## src/rtl/pipe_ctrl_pkg.sv

```systemverilog
// Shared types and constants for the pipeline stall/flush sequencer.
package pipe_ctrl_pkg;

    typedef enum logic [2:0] {
        ST_RUN   = 3'd0,
        ST_IWAIT = 3'd1,
        ST_REDIR = 3'd2,
        ST_FLUSH = 3'd3,
        ST_HALT  = 3'd4
    } state_t;

    // Instruction word loaded into IF/ID when it is flushed.
    localparam logic [15:0] NOP_INSTR = 16'h0800;

    localparam int FLUSH_MIN = 1;
    localparam int FLUSH_MAX = 7;

    // FLUSH_CYCLES must fit the 3-bit flush counter; out-of-range values are
    // clamped so the counter can never wrap.
    function automatic int flush_cycles_checked(input int n);
        if (n < FLUSH_MIN) return FLUSH_MIN;
        if (n > FLUSH_MAX) return FLUSH_MAX;
        return n;
    endfunction

endpackage

```

## src/rtl/register_16bits.sv

```systemverilog
// 16-bit register with write enable and asynchronous active-high clear.
module register_16bits (
    input  logic        clk,
    input  logic        rst,
    input  logic        en,
    input  logic [15:0] d,
    output logic [15:0] q
);

    // Capture d when enabled; cleared by reset.
    always_ff @(posedge clk or posedge rst) begin
        if (rst) begin
            q <= 16'h0000;
        end else if (en) begin
            q <= d;
        end
    end

endmodule

```

## src/rtl/pipeline_stall_ctrl.sv

```systemverilog
// Central stall/flush sequencer: merges fetch waits, data-memory waits,
// load-use hazards, redirects and HALT into one per-cycle enable set.
module pipeline_stall_ctrl
    import pipe_ctrl_pkg::*;
#(
    parameter int FLUSH_CYCLES = 1,
    parameter int CNT_W        = 16
) (
    input  logic             clk,
    input  logic             rst,
    input  logic             instructionMemoryStall,
    input  logic             instructionMemoryDone,
    input  logic             dataMemoryStall,
    input  logic             loadUseHazard,
    input  logic             branchTaken,
    input  logic [15:0]      branchTarget,
    input  logic             haltRetire,
    output logic             pcEn,
    output logic             ifIdEn,
    output logic             ifIdFlush,
    output logic             idExBubble,
    output logic             backEn,
    output logic             redirectValid,
    output logic [15:0]      redirectPC,
    output logic             halted,
    output logic [CNT_W-1:0] stallCount
);

    localparam int          FLUSH_EFF  = flush_cycles_checked(FLUSH_CYCLES);
    localparam logic [2:0]  FLUSH_LOAD = 3'(FLUSH_EFF - 1);

    state_t      state;
    state_t      state_next;
    logic [2:0]  flush_cnt;
    logic [2:0]  flush_cnt_next;
    logic        saved_we;
    logic [15:0] saved_target;
    logic        take_redirect;

    // Redirect target captured while a fetch is still outstanding.
    register_16bits u_saved_target (
        .clk (clk),
        .rst (rst),
        .en  (saved_we),
        .d   (branchTarget),
        .q   (saved_target)
    );

    // State and flush counter registers.
    always_ff @(posedge clk or posedge rst) begin
        if (rst) begin
            state     <= ST_RUN;
            flush_cnt <= 3'd0;
        end else begin
            state     <= state_next;
            flush_cnt <= flush_cnt_next;
        end
    end

    // Count cycles in which the PC is held while not halted; saturates.
    always_ff @(posedge clk or posedge rst) begin
        if (rst) begin
            stallCount <= '0;
        end else if (!pcEn && state != ST_HALT && stallCount != {CNT_W{1'b1}}) begin
            stallCount <= stallCount + 1'b1;
        end
    end

    // Next-state and same-cycle enable decode.
    always_comb begin
        pcEn           = 1'b1;
        ifIdEn         = 1'b1;
        backEn         = 1'b1;
        ifIdFlush      = 1'b0;
        idExBubble     = 1'b0;
        redirectValid  = 1'b0;
        redirectPC     = 16'h0000;
        halted         = 1'b0;
        state_next     = state;
        flush_cnt_next = flush_cnt;
        saved_we       = 1'b0;
        take_redirect  = 1'b0;

        if (state == ST_HALT) begin
            pcEn   = 1'b0;
            ifIdEn = 1'b0;
            backEn = 1'b0;
            halted = 1'b1;
        end else if (dataMemoryStall) begin
            // Whole pipeline frozen; state and flush counter hold.
            pcEn   = 1'b0;
            ifIdEn = 1'b0;
            backEn = 1'b0;
        end else begin
            unique case (state)
                ST_RUN: begin
                    if (branchTaken) begin
                        redirectValid = 1'b1;
                        redirectPC    = branchTarget;
                        ifIdFlush     = 1'b1;
                        idExBubble    = 1'b1;
                        take_redirect = 1'b1;
                    end else if (loadUseHazard) begin
                        pcEn       = 1'b0;
                        ifIdEn     = 1'b0;
                        idExBubble = 1'b1;
                    end else if (instructionMemoryStall) begin
                        pcEn       = 1'b0;
                        ifIdFlush  = 1'b1;
                        state_next = ST_IWAIT;
                    end
                end
                ST_IWAIT: begin
                    if (branchTaken) begin
                        // Fetch in flight: park the target until the word returns.
                        pcEn       = 1'b0;
                        ifIdFlush  = 1'b1;
                        idExBubble = 1'b1;
                        saved_we   = 1'b1;
                        state_next = ST_REDIR;
                    end else if (loadUseHazard) begin
                        // Any word returned now is dropped and refetched.
                        pcEn       = 1'b0;
                        ifIdEn     = 1'b0;
                        idExBubble = 1'b1;
                    end else if (instructionMemoryDone) begin
                        state_next = ST_RUN;
                    end else begin
                        pcEn      = 1'b0;
                        ifIdFlush = 1'b1;
                    end
                end
                ST_REDIR: begin
                    ifIdFlush = 1'b1;
                    if (instructionMemoryDone) begin
                        // A branch resolving in this same cycle is the youngest.
                        redirectValid = 1'b1;
                        redirectPC    = branchTaken ? branchTarget : saved_target;
                        idExBubble    = branchTaken;
                        take_redirect = 1'b1;
                    end else begin
                        pcEn       = 1'b0;
                        idExBubble = branchTaken;
                        saved_we   = branchTaken;
                    end
                end
                ST_FLUSH: begin
                    ifIdFlush = 1'b1;
                    if (branchTaken) begin
                        redirectValid = 1'b1;
                        redirectPC    = branchTarget;
                        idExBubble    = 1'b1;
                        take_redirect = 1'b1;
                    end else if (flush_cnt <= 3'd1) begin
                        flush_cnt_next = 3'd0;
                        state_next     = ST_RUN;
                    end else begin
                        flush_cnt_next = flush_cnt - 3'd1;
                    end
                end
                default: begin
                    state_next = ST_RUN;
                end
            endcase

            if (take_redirect) begin
                state_next     = (FLUSH_EFF > 1) ? ST_FLUSH : ST_RUN;
                flush_cnt_next = FLUSH_LOAD;
            end

            // HALT retiring overrides every other transition.
            if (haltRetire) begin
                state_next = ST_HALT;
            end
        end

        if (rst) begin
            pcEn          = 1'b0;
            ifIdEn        = 1'b1;
            ifIdFlush     = 1'b1;
            idExBubble    = 1'b1;
            backEn        = 1'b0;
            halted        = 1'b0;
            redirectValid = 1'b0;
            redirectPC    = 16'h0000;
        end
    end

endmodule

```

## config.mk

```make
export PLATFORM = sky130hd
export DESIGN_NAME = pipeline_stall_ctrl
export DESIGN_NICKNAME = d
export VERILOG_FILES = /design/src/rtl/pipe_ctrl_pkg.sv /design/src/rtl/register_16bits.sv /design/src/rtl/pipeline_stall_ctrl.sv
export SDC_FILE = /design/constraint.sdc
export NUM_CORES = 1
export LEC_CHECK = 0
export CORE_AREA = 2 2 71 73
export CTS_CLUSTER_DIAMETER = 80
export DETAILED_ROUTE_END_ITERATION = 10
export DIE_AREA = 0 0 73 75
export PLACE_DENSITY = 0.79
export RECOVER_POWER = 50
export SYNTH_ARGS = -nofsm -noshare
export SYNTH_HDL_FRONTEND = slang
export SYNTH_SLANG_ARGS = --single-unit
```

## constraint.sdc

```tcl
create_clock -name clk -period 2.1 [get_ports clk]
set_input_delay 0.42 -clock clk [delete_from_list [all_inputs] [get_ports clk]]
set_output_delay 0.42 -clock clk [all_outputs]
set_load 0.02 [all_outputs]
```

== Yosys cells after proc, flatten, opt, wreduce, memory -nomap -nowiden ==
Index checks and enable logic that the tools add are counted.
Cells by class
  eq/ne operators: 15
  order comparisons: 1
  reduce and logical (&&, ||, !) cells: 10
  bitwise gates (word level): 2
  multiplexer cells: 70
  $add $sub $neg: 2
Operator list (count)
  16-bit two-way mux: 6
  1-bit two-way mux: 43
  3-bit two-way mux: 14
  16-bit one-hot mux with 2 select lines: 1
  4-bit != test, second input constant: 5
  16-bit by 1-bit adder with 16-bit output, second input constant: 1
  16-bit != test, second input constant: 1
  3-bit one-hot mux with 4 select lines: 1
  5-bit != test, second input constant: 2
  10-bit AND reduction: 1
  1-bit one-hot mux with 3 select lines: 3
  3-bit by 2-bit equality test with 1-bit output, second input constant: 2
  3-bit != test, second input constant: 2
  2-bit OR reduction: 3
  1-bit one-hot mux with 2 select lines: 2
  4-bit AND reduction: 1
  3-bit by 1-bit equality test with 1-bit output, second input constant: 1
  3-bit equality test, second input constant: 1
  3-bit by 1-bit <= comparator with 1-bit output, second input constant: 1
  3-bit logical NOT: 1
  3-bit by 1-bit subtractor with 3-bit output, second input constant: 1
  1-bit logical AND: 2
  2-bit by 1-bit != test with 1-bit output, second input constant: 1
  1-bit NOT: 2
  2 further kinds: 2
Storage, ports and cells
  input bits: 24
  word-level logic and storage cells: 104
  bits in registers: 38
  output and inout port bits: 39

== Depth between registers and ports, before layout ==
  word-level depth: 10
  mapped depth: 8
  mapped depth without buffers: 7

== By module ==
Synthesis repeated with hierarchy kept, for this count alone.
Unflattened totals
  cells, all modules: 230
  area total of the unflattened synthesis: 2402.3 um^2
Modules (own cells, without submodules)
  pipeline_stall_ctrl: cells an instance 195, area each 1749.2 um^2, seq. area each 550.5 um^2, times used 1
  register_16bits: cells an instance 35, area each 653.1 um^2, seq. area each 400.4 um^2, times used 1

== Worst setup path before layout ==
No wires, ideal clock.
  path kind: reg-to-output
  start: reg state[0]
  end: out redirectPC[10]
  arrival: 2.041 ns
  path buffers: 2
  cell stages (with the launch flop): 7
  required time: 1.680 ns
  path slack: -0.361 ns
  cells stage by stage: dfrtp_1 > buf_2 > nor3_1 > nor3_1 > nand2_1 > buf_2 > nor2_1
On the way
  longest elaborated chain between the ends: 6
  elaborated cells between the ends (all ways): 9
  classes of those cells: eq/ne (3); mux (4); reduce/logical (2)
RTL lines
  from (decl): RTL line pipeline_stall_ctrl.sv:32  | state_t state;
  from (signal assigned): RTL line pipeline_stall_ctrl.sv:55  | state <= state_next;
  3-bit by 2-bit equality test with 1-bit output or 3-bit logical NOT (tied branches): RTL line pipeline_stall_ctrl.sv:95  | unique case (state)
  2-bit OR reduction (no source line)
  16-bit one-hot mux with 2 select lines: RTL line pipeline_stall_ctrl.sv:95
  16-bit two-way mux: RTL line pipeline_stall_ctrl.sv:89  | end else if (dataMemoryStall) begin
  16-bit two-way mux (*): RTL line pipeline_stall_ctrl.sv:84  | if (state == ST_HALT) begin
  16-bit two-way mux (*): RTL line pipeline_stall_ctrl.sv:177  | if (rst) begin
  to (decl): RTL line pipeline_stall_ctrl.sv:24  | output logic [15:0] redirectPC,
Every way passes the cells marked *; elsewhere a longest branch is shown, timed or not.

== Final worst setup path ==
  start: reg state[1]
  end: out redirectPC[8]
Same word-level chain as after synthesis.

==> impl_results.md <==
* Sink of the worst hold path: stallCount[5]
* Vias in the first global route at 1975
* DP Area at approximately 0.0032 sq mm
* Post-Synth Adder-Cell Area at 0.0169
* Worst R2R Path Depth at 8
* Finish-stage setup viols at 19
* Gate power share at 0.493
* Switching Power at 1.28 mW
* Synthesized area per cell at 9.89 sq um
* Initial antenna violation count at 0
* Clk slew on worst S/H paths at 0.07 ns
* Largest family of logic cells by synthesized area: multiplexers
* Final worst path period need at between 2 and 2.5 ns
* DIE AREA at 0.00548 sq mm
* Port Buf Inserts at 62
* Clk buf depth at 2
* Critical path class: reg2out
* Crit path cell chain: buf_4 > mux2i_1 > o21ai_2 > and2_4 > nand2_8 > buf_16 > nor2_4 > buf_6
* Crit path from: state[1]
* Final Core Density at 0.763
* Crit end category: output pin
* Final Instance Area at 0.00355 sq mm
* Post-layout net count at between 300 and 400
* Post-Syn Area at 0.00222 sq mm
* First-pass GRT wire length at just over 9000 um
* Total Routed Length at 5970 um
* Lkg Pwr at 1.61 nW
* Final hold vios at 0
* Post-synthesis async set-or-reset flop share at 1.00
* Synth Net Count at 251
* RSZ-0062 raised after global routing: yes
* Reg-to-reg startpoint: state[0]
* H-Tree Depth at 2
* WHS Path Cells at 1
* Register share of total power at 0.354
* Crit path buffers/inverters at 3
* Max cap viols at 0
* GR Overflow Total at 0
* Slowest stage cell, crit path: dfrtp_1
* Internal power at 2.09 mW
* Hold Crit Class: reg2reg
* Detail Placement HPWL at 4050 um
* Distinct cells, synth at 37
* Biggest area consumer among synthesized cells: dfrtp_1
* Final Power at 3.37 mW
* Reg-to-reg slack, setup at 0.01 ns
* Drt pass-1 iters at 4
* R2R Path End: stallCount[15]
* Core ar. at 0.00466 sq mm
* Required @ worst endpoint at 1.68 ns
* Inserted Clock Buffers at 5
* Worst vdd ir at 906 uV
* # rows at 25
* DR vias/cell at 5.27
* Slew margin rel. at 0.463
* PD cells at 948 mW/mm^2
* Hold_ws at 0.497 ns
* Crit Path Max Fanout at 6
* N_diodes at 0
* Avg WL per Cell at 15.6 um
* Fill count at 289
* Post-route antenna net violation count at 0
* Failing checks: setup timing
* XOR/XNOR Fraction of Synth Area at 0.0474
* Post-Syn Instances at 224
* Top delay family on crit path: buffers and inverters
* Clock Sinks at 38
* Die H at about 75 um
* Seq/Total Area, Yosys at 0.429
* Clk Latency, worst-skew pair at 0.29 ns
* Multiplexer area fraction after synthesis at 0.204
* Clock Power Share at 0.154
* Largest stage delay, worst path at 0.41 ns
* Min-delay src: stallCount[5]
* Status: finished with violations
* Yosys warning count at 0
* Skew final at 0.00678 ns
* Layout cells sized above 1 at 0.406
* Simple logic cell fraction of the synthesized area at 0.189
* Worst Tran Pin Value at just over 0.8 ns
* Area grow syn2layout at 60.4%
* CTS Root Cell: clkbuf_8
* Num ports at 63
* Register area at about 950 sq um
* Pins Over Slew Limit at 0
* DRT iter0 DRCs at 54
* Synth Area in Compound Gates at 0.0695
* DRC violations left at 0
* Worst setup SP type: flop
* EDFF count, synth at 0
* Die W at 73 um
* CTS tree: yes
* Setup ws final at -0.139 ns
* Initial core utilization at 0.475
* Top FF cell, synth: dfrtp_1
* Vias post-DR at between 2000 and 2500
* Pin count of the biggest net entering global routing at 33
* F_max at between 400 and 500 MHz
* RePlAce Congestion at between 0.8 and 0.9
* Area taken by multi-input logic gates at 0.00139 sq mm
* Sw Share at 0.380
* Total GRT Usage at 0.224
* Flop and latch count out of synthesis at 38
* Synth top area share at 0.429
* Synth top area cells: dfrtp_1 (43%), mux2i_1 (8.6%), mux2_4 (6.8%), nor2_1 (5.4%), mux2_2 (5.1%)
* Worst path arrival time at 1.82 ns
* Period Utilization, post-route at 1.07
-- power groups by stage --
stage / sequential (mW) / combinational, mW / clock, mW
2_1_floorplan: 1.34 / 0.693 / 0
3_3_place_gp: 1.18 / 1.46 / 0
3_5_place_dp: 1.19 / 1.51 / 0
4_1_cts: 1.19 / 1.61 / 0.529
5_1_grt: 1.23 / 1.79 / 0.560
6_report: 1.19 / 1.66 / 0.518
-- cell families after synthesis --
kind of cell / Yosys count
xor gates and xnor gates: 12
AOI/OAI and AO/OA: 26
muxes: 39
DFF: 38
buffers and inverters: 18
adders and majority gates: 3
and+or+nand+nor: 88
-- synth_stat cells, drive strengths merged (2+ instances only) --
cell,number
nand2,17
mux2i,19
ha,3
mux2,20
inv,8
nor4,2
a211o,2
buf,9
dfrtp,38
nor3,11
xor2,10
a21oi,5
o21ai,14
and2,2
nor2,32
nand3,8
or3,4
and3,2
nand2b,3
nand4,3
xnor2,2
-- metal layers --
| metal | GRT usage | up-vias | wire [um] |
|---|---|---|---|
| met4 | 0.0679 | 0 | 80 |
| met3 | 0.0469 | 8 | 211 |
| met2 | 0.385 | 42 | 3120 |
| met5 | 0 | - | 0 |
| met1 | 0.285 | 991 | 2560 |
| li1 | - | 984 | - |
-- layout by cell type (no fill, tap or decap), drive strengths merged, types with 3 or more instances in the layout --
cell type      count
a21oi              5
buf               66
clkbuf            10
clkdlybuf4s50     33
dfrtp             38
dlygate4sd2        4
ha                 3
inv                7
mux2              20
mux2i             19
nand2             17
nand2b             3
nand3              8
nand4              3
nor2              32
nor3              11
o21ai             14
or3                4
xor2              10
-- area by class of cell --
cell class              instances  share of cell area
clock buffers                   7              0.0243
inverters                       8             0.00880
well taps                      54              0.0190
clock inverters                 1             0.00141
multi-input cells             168               0.391
flip-flops and latches         38               0.268
repair buffers                108               0.288
-- worst max-delay path by stage --
stage / end / slack (ns) / cells after the start
floorplan: redirectPC[10] / -0.12 / 6
global placement: redirectPC[12] / -0.73 / 8
detailed placement: redirectPC[9] / -0.77 / 8
CTS: ifIdFlush / -0.09 / 8
global route: redirectPC[8] / -0.21 / 8
finish: redirectPC[8] / -0.14 / 8
-- registers in the layout, summed over array words and instances, names as in the netlist --
name	cells
flush_cnt	3
stallCount	16
state	3
u_saved_target.q	16
-- worst reg2reg max path: cells and delay by family, from the launching register on --
kind,cells,cell delay [ns]
muxes,1,0.37
and+or+nand+nor,2,0.31
AOI/OAI and AO/OA,3,0.45
buffers and inverters,2,0.35
DFF,1,0.50
-- repair_timing --
action                                  4_1_cts  5_1_grt
hold buffers                                  0        0
endpoints found under the setup margin       39       31
gates resized for setup                     172       23
setup buffers                                 3        8
pin swaps                                    20       10
cloned                                        1        0
-- stage by stage --
stage | TNS (ns) | worst slack (ns) | std cells
2_1_floorplan | -0.870 | -0.119 | 224
3_3_place_gp | -23.18 | -0.725 | 364
3_5_place_dp | -24.33 | -0.769 | 364
4_1_cts | -0.551 | -0.0898 | 376
5_1_grt | -3.26 | -0.208 | 384
6_report | -1.74 | -0.139 | 384
(Power assumes the default switching activity.)
